## config.mk

```make
export PLATFORM = sky130hd
export DESIGN_NAME = fp_mult_pipe_flat
export DESIGN_NICKNAME = d
export VERILOG_FILES = /design/src/rtl/fp_mult_pkg.sv /design/src/rtl/fp_mult_if.sv /design/src/rtl/fp_unpack.sv /design/src/rtl/fp_mult_pipe.sv /design/src/flat_wrapper.sv
export SDC_FILE = /design/constraint.sdc
export NUM_CORES = 2
export LEC_CHECK = 0
export CORE_ASPECT_RATIO = 2
export CORE_MARGIN = 2
export CORE_UTILIZATION = 45
export DETAILED_ROUTE_END_ITERATION = 12
export GPL_ROUTABILITY_DRIVEN = 0
export PLACE_DENSITY = 0.7
export SYNTH_ARGS = -nofsm -noshare
export SYNTH_HDL_FRONTEND = slang
export SYNTH_SLANG_ARGS = --single-unit
```

## constraint.sdc

```tcl
create_clock -name clk -period 16.9 [get_ports clk]
set_input_delay 3.38 -clock clk [delete_from_list [all_inputs] [get_ports clk]]
set_output_delay 3.38 -clock clk [all_outputs]
set_load 0.005 [all_outputs]
```

## src/rtl/fp_mult_pkg.sv

```systemverilog
// ----------------------------------------------------------------------------
// fp_mult_pkg
// Shared types and constants for the parametrised floating-point multiplier:
//   - fp_class_e : operand classification produced by fp_unpack
//   - FLG_*      : bit positions inside the 4-bit {nv, of, uf, nx} flag word
//   - canon_nan  : canonical quiet NaN for any exponent/mantissa width
// ----------------------------------------------------------------------------
package fp_mult_pkg;

   typedef enum logic [2:0] {
      ZERO = 3'd0,
      NORM = 3'd1,
      INF  = 3'd2,
      QNAN = 3'd3,
      SNAN = 3'd4
   } fp_class_e;

   localparam int FLG_NV = 3;
   localparam int FLG_OF = 2;
   localparam int FLG_UF = 1;
   localparam int FLG_NX = 0;

   // Widest word canon_nan can describe; callers cast down to their width.
   localparam int NAN_MAX_W = 128;

   // Canonical qNaN: sign 0, exponent all ones, mantissa MSB set, rest zero.
   function automatic logic [NAN_MAX_W-1:0] canon_nan(input int exp_w, input int man_w);
      logic [NAN_MAX_W-1:0] v;
      v = {NAN_MAX_W{1'b0}};
      for (int i = 0; i < NAN_MAX_W; i++) begin
         if ((i >= man_w - 1) && (i < man_w + exp_w)) begin
            v[i] = 1'b1;
         end else begin
            v[i] = 1'b0;
         end
      end
      return v;
   endfunction

endpackage

```

## src/rtl/fp_mult_if.sv

```systemverilog
// ----------------------------------------------------------------------------
// fp_mult_if
// Streaming bundle for fp_mult_pipe: operand side (in_valid/in_ready/a/b) and
// result side (out_valid/out_ready/result/flags).
//   master : operand producer + result consumer (drives a, b, out_ready)
//   slave  : the multiplier itself
// ----------------------------------------------------------------------------
interface fp_mult_if #(
   parameter int EXP_W = 8,
   parameter int MAN_W = 23
);
   localparam int W = 1 + EXP_W + MAN_W;

   logic         in_valid;
   logic         in_ready;
   logic [W-1:0] a;
   logic [W-1:0] b;
   logic         out_valid;
   logic         out_ready;
   logic [W-1:0] result;
   logic [3:0]   flags;

   modport master (
      output in_valid, a, b, out_ready,
      input  in_ready, out_valid, result, flags
   );

   modport slave (
      input  in_valid, a, b, out_ready,
      output in_ready, out_valid, result, flags
   );

endinterface

```

## src/rtl/fp_unpack.sv

```systemverilog
// ----------------------------------------------------------------------------
// fp_unpack
// Combinational split of one packed operand into sign/exponent/mantissa and
// classification. Denormals (exp == 0, man != 0) are reported as ZERO so the
// datapath flushes them.
//   i_op    : packed operand {sign, exp, man}
//   o_sign  : sign bit
//   o_exp   : biased exponent field
//   o_man   : stored mantissa (hidden bit excluded)
//   o_class : ZERO / NORM / INF / QNAN / SNAN
// ----------------------------------------------------------------------------
module fp_unpack
   import fp_mult_pkg::*;
#(
   parameter int EXP_W = 8,
   parameter int MAN_W = 23
) (
   input  logic [EXP_W+MAN_W:0] i_op,
   output logic                 o_sign,
   output logic [EXP_W-1:0]     o_exp,
   output logic [MAN_W-1:0]     o_man,
   output fp_class_e            o_class
);

   localparam logic [EXP_W-1:0] EXP_ZERO = {EXP_W{1'b0}};
   localparam logic [EXP_W-1:0] EXP_ONES = {EXP_W{1'b1}};
   localparam logic [MAN_W-1:0] MAN_ZERO = {MAN_W{1'b0}};

   assign o_sign = i_op[EXP_W+MAN_W];
   assign o_exp  = i_op[MAN_W +: EXP_W];
   assign o_man  = i_op[MAN_W-1:0];

   // Classify; a NaN is quiet when the mantissa MSB is set.
   always_comb begin
      o_class = NORM;
      if (o_exp == EXP_ZERO) begin
         o_class = ZERO;
      end else if (o_exp == EXP_ONES) begin
         if (o_man == MAN_ZERO) begin
            o_class = INF;
         end else if (o_man[MAN_W-1]) begin
            o_class = QNAN;
         end else begin
            o_class = SNAN;
         end
      end else begin
         o_class = NORM;
      end
   end

endmodule

```

## src/rtl/fp_mult_pipe.sv

```systemverilog
// ----------------------------------------------------------------------------
// fp_mult_pipe
// Three-stage pipelined floating-point multiplier with valid/ready streaming,
// round-to-nearest-even, flush-to-zero inputs/outputs and exception flags.
//   clk : rising-edge clock
//   rst : asynchronous active-high reset
//   bus : fp_mult_if slave (in_valid/in_ready/a/b, out_valid/out_ready/
//         result/flags {nv, of, uf, nx})
// Stages: S1 unpack/classify/exponent/special outcome, S2 mantissa product,
// S3 normalise/round/pack into the output register.
// ----------------------------------------------------------------------------
module fp_mult_pipe
   import fp_mult_pkg::*;
#(
   parameter int EXP_W = 8,
   parameter int MAN_W = 23
) (
   input logic     clk,
   input logic     rst,
   fp_mult_if.slave bus
);

   localparam int W   = 1 + EXP_W + MAN_W;
   localparam int EW  = EXP_W + 2;           // signed exponent working width
   localparam int PW  = 2 * (MAN_W + 1);     // product width

   localparam logic [W-1:0]        CANON_NAN = W'(canon_nan(EXP_W, MAN_W));
   localparam logic [EXP_W-1:0]    EXP_ZERO  = {EXP_W{1'b0}};
   localparam logic [EXP_W-1:0]    EXP_ONES  = {EXP_W{1'b1}};
   localparam logic [MAN_W-1:0]    MAN_ZERO  = {MAN_W{1'b0}};
   localparam logic signed [EW-1:0] BIAS_S    = EW'((2 ** (EXP_W - 1)) - 1);
   localparam logic signed [EW-1:0] EXP_MAX_S = EW'((2 ** EXP_W) - 1);
   localparam logic signed [EW-1:0] EZERO_S   = {EW{1'b0}};

   // ---------------- S1: unpack, classify, exponent, specials ----------------
   logic               w_sa, w_sb;
   logic [EXP_W-1:0]   w_ea, w_eb;
   logic [MAN_W-1:0]   w_ma, w_mb;
   fp_class_e          w_ca, w_cb;
   logic               w_sign;
   logic signed [EW-1:0] w_exp_sum;
   logic               w_spec;
   logic [W-1:0]       w_sres;
   logic [3:0]         w_sflg;

   fp_unpack #(.EXP_W(EXP_W), .MAN_W(MAN_W)) u_unpack_a (
      .i_op(bus.a), .o_sign(w_sa), .o_exp(w_ea), .o_man(w_ma), .o_class(w_ca)
   );

   fp_unpack #(.EXP_W(EXP_W), .MAN_W(MAN_W)) u_unpack_b (
      .i_op(bus.b), .o_sign(w_sb), .o_exp(w_eb), .o_man(w_mb), .o_class(w_cb)
   );

   assign w_sign    = w_sa ^ w_sb;
   assign w_exp_sum = $signed({2'b00, w_ea}) + $signed({2'b00, w_eb}) - BIAS_S;

   // Special-case outcome in priority order: NaN, INF*ZERO, INF, ZERO.
   always_comb begin
      w_spec = 1'b1;
      w_sres = CANON_NAN;
      w_sflg = 4'b0000;
      if ((w_ca == QNAN) || (w_ca == SNAN) || (w_cb == QNAN) || (w_cb == SNAN)) begin
         w_sres         = CANON_NAN;
         w_sflg[FLG_NV] = (w_ca == SNAN) || (w_cb == SNAN);
      end else if (((w_ca == INF) && (w_cb == ZERO)) || ((w_ca == ZERO) && (w_cb == INF))) begin
         w_sres         = CANON_NAN;
         w_sflg[FLG_NV] = 1'b1;
      end else if ((w_ca == INF) || (w_cb == INF)) begin
         w_sres = {w_sign, EXP_ONES, MAN_ZERO};
      end else if ((w_ca == ZERO) || (w_cb == ZERO)) begin
         w_sres = {w_sign, EXP_ZERO, MAN_ZERO};
      end else begin
         w_spec = 1'b0;
         w_sres = CANON_NAN;
      end
   end

   // ---------------- handshake ----------------
   // Each stage can load when it is empty or its contents move on this cycle.
   logic r_v1, r_v2, r_v3;
   logic w_en1, w_en2, w_en3;

   assign w_en3        = !r_v3 || bus.out_ready;
   assign w_en2        = !r_v2 || w_en3;
   assign w_en1        = !r_v1 || w_en2;
   assign bus.in_ready = w_en1;

   // ---------------- S1 registers ----------------
   logic                 r_sign1, r_spec1;
   logic signed [EW-1:0] r_exp1;
   logic [MAN_W:0]       r_ma1, r_mb1;
   logic [W-1:0]         r_sres1;
   logic [3:0]           r_sflg1;

   // Stage 1 capture of classified operands.
   always_ff @(posedge clk or posedge rst) begin
      if (rst) begin
         r_v1    <= 1'b0;
         r_sign1 <= 1'b0;
         r_spec1 <= 1'b0;
         r_exp1  <= EZERO_S;
         r_ma1   <= {(MAN_W+1){1'b0}};
         r_mb1   <= {(MAN_W+1){1'b0}};
         r_sres1 <= {W{1'b0}};
         r_sflg1 <= 4'b0000;
      end else if (w_en1) begin
         r_v1 <= bus.in_valid;
         if (bus.in_valid) begin
            r_sign1 <= w_sign;
            r_spec1 <= w_spec;
            r_exp1  <= w_exp_sum;
            r_ma1   <= {1'b1, w_ma};
            r_mb1   <= {1'b1, w_mb};
            r_sres1 <= w_sres;
            r_sflg1 <= w_sflg;
         end
      end
   end

   // ---------------- S2: mantissa product ----------------
   logic [PW-1:0]        w_prod;
   logic                 r_sign2, r_spec2;
   logic signed [EW-1:0] r_exp2;
   logic [PW-1:0]        r_prod2;
   logic [W-1:0]         r_sres2;
   logic [3:0]           r_sflg2;

   assign w_prod = {{(MAN_W+1){1'b0}}, r_ma1} * {{(MAN_W+1){1'b0}}, r_mb1};

   // Stage 2 capture of the full-width product.
   always_ff @(posedge clk or posedge rst) begin
      if (rst) begin
         r_v2    <= 1'b0;
         r_sign2 <= 1'b0;
         r_spec2 <= 1'b0;
         r_exp2  <= EZERO_S;
         r_prod2 <= {PW{1'b0}};
         r_sres2 <= {W{1'b0}};
         r_sflg2 <= 4'b0000;
      end else if (w_en2) begin
         r_v2 <= r_v1;
         if (r_v1) begin
            r_sign2 <= r_sign1;
            r_spec2 <= r_spec1;
            r_exp2  <= r_exp1;
            r_prod2 <= w_prod;
            r_sres2 <= r_sres1;
            r_sflg2 <= r_sflg1;
         end
      end
   end

   // ---------------- S3: normalise, round, pack ----------------
   logic                 w_msb;
   logic [MAN_W-1:0]     w_man_k;
   logic                 w_g, w_r, w_s, w_inc;
   logic [MAN_W:0]       w_man_rnd;
   logic signed [EW-1:0] w_exp_fin;
   logic [W-1:0]         w_res3;
   logic [3:0]           w_flg3;

   assign w_msb = r_prod2[PW-1];

   // Pick kept mantissa and G/R/S from the product; a product in [2,4) is
   // taken one bit higher, which is the right shift of the normalisation.
   always_comb begin
      if (w_msb) begin
         w_man_k = r_prod2[2*MAN_W : MAN_W+1];
         w_g     = r_prod2[MAN_W];
         w_r     = r_prod2[MAN_W-1];
         w_s     = |r_prod2[MAN_W-2:0];
      end else begin
         w_man_k = r_prod2[2*MAN_W-1 : MAN_W];
         w_g     = r_prod2[MAN_W-1];
         w_r     = r_prod2[MAN_W-2];
         w_s     = |r_prod2[MAN_W-3:0];
      end
   end

   // Nearest-even increment; on carry-out the stored mantissa is already zero
   // and only the exponent needs the extra +1.
   assign w_inc     = w_g && (w_r || w_s || w_man_k[0]);
   assign w_man_rnd = {1'b0, w_man_k} + {{MAN_W{1'b0}}, w_inc};
   assign w_exp_fin = r_exp2 + $signed({{(EW-1){1'b0}}, w_msb})
                             + $signed({{(EW-1){1'b0}}, w_man_rnd[MAN_W]});

   // Final result selection: special, overflow, underflow or normal.
   always_comb begin
      w_res3 = {W{1'b0}};
      w_flg3 = 4'b0000;
      if (r_spec2) begin
         w_res3 = r_sres2;
         w_flg3 = r_sflg2;
      end else if (w_exp_fin >= EXP_MAX_S) begin
         w_res3         = {r_sign2, EXP_ONES, MAN_ZERO};
         w_flg3[FLG_OF] = 1'b1;
         w_flg3[FLG_NX] = 1'b1;
      end else if (w_exp_fin <= EZERO_S) begin
         w_res3         = {r_sign2, EXP_ZERO, MAN_ZERO};
         w_flg3[FLG_UF] = 1'b1;
         w_flg3[FLG_NX] = 1'b1;
      end else begin
         w_res3         = {r_sign2, w_exp_fin[EXP_W-1:0], w_man_rnd[MAN_W-1:0]};
         w_flg3[FLG_NX] = w_g || w_r || w_s;
      end
   end

   logic [W-1:0] r_res3;
   logic [3:0]   r_flg3;

   // Output register; holds while the consumer stalls.
   always_ff @(posedge clk or posedge rst) begin
      if (rst) begin
         r_v3   <= 1'b0;
         r_res3 <= {W{1'b0}};
         r_flg3 <= 4'b0000;
      end else if (w_en3) begin
         r_v3 <= r_v2;
         if (r_v2) begin
            r_res3 <= w_res3;
            r_flg3 <= w_flg3;
         end
      end
   end

   assign bus.out_valid = r_v3;
   assign bus.result    = r_res3;
   assign bus.flags     = r_flg3;

endmodule
```

## src/flat_wrapper.sv

```systemverilog
// flat-port wrapper written by rule: the top's interface ports become plain ports
module fp_mult_pipe_flat import fp_mult_pkg::*;
#(
   parameter int EXP_W = 8,
   parameter int MAN_W = 23
)
  (clk, rst, bus_in_valid, bus_a, bus_b, bus_out_ready, bus_in_ready, bus_out_valid, bus_result, bus_flags);
  fp_mult_if #(.EXP_W(EXP_W), .MAN_W(MAN_W)) bus_i ();
  input logic clk;
  input logic rst;
  input wire logic [$bits(bus_i.in_valid)-1:0] bus_in_valid;
  input wire logic [$bits(bus_i.a)-1:0] bus_a;
  input wire logic [$bits(bus_i.b)-1:0] bus_b;
  input wire logic [$bits(bus_i.out_ready)-1:0] bus_out_ready;
  output wire logic [$bits(bus_i.in_ready)-1:0] bus_in_ready;
  output wire logic [$bits(bus_i.out_valid)-1:0] bus_out_valid;
  output wire logic [$bits(bus_i.result)-1:0] bus_result;
  output wire logic [$bits(bus_i.flags)-1:0] bus_flags;
  assign bus_i.in_valid = bus_in_valid;
  assign bus_i.a = bus_a;
  assign bus_i.b = bus_b;
  assign bus_i.out_ready = bus_out_ready;
  assign bus_in_ready = bus_i.in_ready;
  assign bus_out_valid = bus_i.out_valid;
  assign bus_result = bus_i.result;
  assign bus_flags = bus_i.flags;
  fp_mult_pipe #(.EXP_W(EXP_W), .MAN_W(MAN_W)) u_core (.clk(clk), .rst(rst), .bus(bus_i));
endmodule
```

==> summary.md <==
| Metric | Value |
|---|---|
| Result of the run | `complete, no violations` |
| IO Pins | `106` |
| Die area | `62700 um2` |
| Worst Max-Slew Pin Slew | `1380 ps` |
| Slew headroom | `8.09%` |
| Insertion delay to the later sink of the worst-skew pair | `520 ps` |
| Std-Cell Rows | `127` |
| Initial cell density of the core | `45.5%` |
| Number of library cell types mapped by synthesis | `73` |
| GR Util All Layers | `28.3%` |
| Total iterations of the first detailed-routing run | `5` |
| Max-cap violations | `0` |
| DR WL/cell | `21.9 um` |
| Register area share after synthesis | `15.2%` |
| Final Routed Wirelength | `84700 um` |
| Filler Cell Count | `5618` |
| Most common library cell in the layout ignoring fill and taps | `sky130_fd_sc_hd__nand2_1` |
| Iteration-0 DRC Markers | `1472` |
| Post-route DRC violation count | `0` |
| Commonest cells after routing, fill and taps aside | `sky130_fd_sc_hd__nand2_1, sky130_fd_sc_hd__inv_1, sky130_fd_sc_hd__fa_1` |
| Dominant register cell in the synthesized netlist | `sky130_fd_sc_hd__dfrtp_1` |
| Share of the core filled with cells | `49.4%` |
| Reg clk slew, reported paths | `60 ps` |
| Critical path's largest stage delay | `1100 ps` |
| Count of buffers from port buffering | `105` |
| Number of buffers on the longest clock path | `3` |
| Placement Cell Area | `28900 um2` |
| Period utilisation layout | `48.4%` |
| DIE HEIGHT | `352 um` |
| Largest net degree at the start of global routing | `73` |
| Mean cell area of the mapped netlist | `8.81 um2` |
| Achievable clock frequency | `0.122 GHz` |
| Async SR Flop Fraction | `100%` |
| Detailed placer's ending HPWL | `65500 um` |
| Cell Chain, Critical Path | `nand2_1 > fa_1 > inv_1 > fa_1 > inv_1 > fa_1 > inv_1 > fa_1 > inv_1 > fa_1 > inv_1 > fa_1 > inv_1 > fa_1 > inv_1 > ha_1 > and4_1 > and2_1 > o211ai_1 > a2111oi_2 > o21ai_0 > a211oi_1 > o21bai_1 > a211o_1` |
| Critical path capture point type | `flop` |
| TritonCTS clock tree | `done` |
| Required time of the worst setup path | `17290 ps` |
| Syn Std Cell Area | `27300 um2` |
| Startpoint types | `flop` |
| Placeable core area | `59900 um2` |
| Vias in the first global route | `23500` |
| Antenna Diode Count | `0` |
| Layout-stage area growth over the synthesis result | `8.55%` |
| Number of CTS-inserted buffers | `25` |
| CP Buf/Inv Count | `7` |
| Final-report hold violation count | `0` |
| Master of the slowest instance on the critical path | `sky130_fd_sc_hd__dfrtp_1` |
| Type of the worst min-delay path | `flop to flop` |
| R2R Setup Slk | `8710 ps` |
| Number of antenna violations at the first check in global routing | `3` |
| Final Setup Violations | `0` |
| CTS hold repair buffers | `0` |
| Total grt overflow | `0` |
| Post-CTS setup buffer count | `0` |
| Vias | `21500` |
| Highest fanout seen on the critical path | `25` |
| Setup Skew | `29.5 ps` |
| Setup TNS | `0 ps` |
| TritonCTS Sinks | `166` |
| Wire length of the first global-routing pass | `132000 um` |
| Flip-flop and latch count after synthesis | `166` |
| EDFF count, synth | `0` |
| Top cell family by delay on the critical path | `adder cells` |
| Arrival time at the worst endpoint | `8580 ps` |
| Minimum clock period | `8190 ps` |
| Syn. warnings | `0` |
| Crit Path Class | `flop to flop` |
| Fraction of layout cells with a size suffix above 1 | `2.94%` |
| Max H-tree Level | `4` |
| Synthesized instance count | `3096` |
| Cell area after layout | `29600 um2` |
| Root Driver | `sky130_fd_sc_hd__clkbuf_16` |
| Die X | `178 um` |
| Detail Route Antenna Nets | `0` |
| Setup repair after global routing missed its margin | `false` |
| Max Transition Viols Final | `0` |
| Post-cts repair resize count | `0` |
| Synth Net Count | `3834` |
| Vias per cell | `5.55` |
| # nets final | `3832` |
==> per-layer routing <==
layer / part of all wire, % / GRT usage [%] / vias up
met5: 0.056 / 0 / -
met3: 6.2 / 5.50 / 426
li1: - / - / 9442
met4: 11 / 25.4 / 6
met1: 31 / 26.9 / 10800
met2: 52 / 50.3 / 880
==> synthesized netlist by cell type (all sizes together) (13+ instances only) <==
cell type  instances  area share [%]
nand2            605             8.3
inv              564             7.8
fa               484              36
and2             294             6.8
ha               186             8.5
dfrtp            166              15
clkbuf           156             2.2
o21ai             70             1.3
a21oi             68             1.2
nor2              65            0.89
xnor2             46             1.5
nand3             39            0.72
xor2              37             1.2
a21o              36            0.99
nand4             25            0.57
a22o              24            0.77
nor4              22            0.50
mux2i             16            0.59
nor3              16            0.31
buf               13            0.28
==> worst register-to-register path, delay by kind of cell, from the launching register on <==
| kind | cells | cell delay [ps] |
|---|---|---|
| AO/OA/AOI/OAI | 6 | 2070 |
| adder cells (fa/ha/maj) | 8 | 3940 |
| buffers and inverters | 7 | 400 |
| flip-flops | 1 | 1100 |
| AND/OR/NAND/NOR | 3 | 560 |
==> path summary, 6_finish.rpt <==
kind                                         to  depth (start not counted)                from
hold reg to reg              u_core.r_sres2[22]                          2  u_core.r_sres1[22]
setup / recovery             u_core.r_prod2[47]                         24     u_core.r_mb1[5]
setup reg to reg             u_core.r_prod2[47]                         24     u_core.r_mb1[5]
max in group asynchronous      u_core.r_mb1[16]                          4                 rst
min in group asynchronous  u_core.bus.result[9]                          2                 rst
hold / removal               u_core.r_sres2[22]                          2  u_core.r_sres1[22]
==> flip-flops by register name, indices dropped and copies added (netlist names) <==
name                  flops
u_core.r_sflg1            1
u_core.r_sres2            3
u_core.r_spec1            1
u_core.r_mb1             24
u_core.bus.flags          4
u_core.bus.out_valid      1
u_core.r_v2               1
u_core.r_sflg2            1
u_core.r_v1               1
u_core.r_spec2            1
u_core.r_prod2           48
u_core.r_sign2            1
u_core.r_exp2            10
u_core.r_sres1            3
u_core.r_sign1            1
u_core.r_ma1             23
u_core.r_exp1            10
u_core.bus.result        32
==> logic make-up after synthesis <==
kind of cell,share of synthesized area (%)
adder cells (fa/ha/maj),44.1
buffers and inverters,10.3
AND/OR/NAND/NOR,19.7
XOR/XNOR,2.67
multiplexers,0.835
AO/OA/AOI/OAI,7.18
flip-flops,15.2
==> cell type report <==
class / instances / area [um2] / area share (%)
well taps: 774 / 968 / 3.27
clock inverters: 2 / 38.8 / 0.131
flip-flops and latches: 166 / 4160 / 14.0
inverters: 564 / 2120 / 7.17
repair buffers: 141 / 1320 / 4.46
clock buffers: 30 / 674 / 2.28
multi-input cells: 2196 / 20300 / 68.6
==> stage by stage <==
step / cells / setup WS, ps / hold slack [ps]
CTS: 3873 / 8770 / 462
finish: 3873 / 8710 / 465
global route: 3873 / 8290 / 489
global placement: 3841 / 8860 / 447
floorplan: 3096 / 9030 / 437
detailed placement: 3841 / 8790 / 451
Power is left out: the tool's default activity adds up to more than one toggle a clock period on the data nets, which glitch-free logic cannot reach.
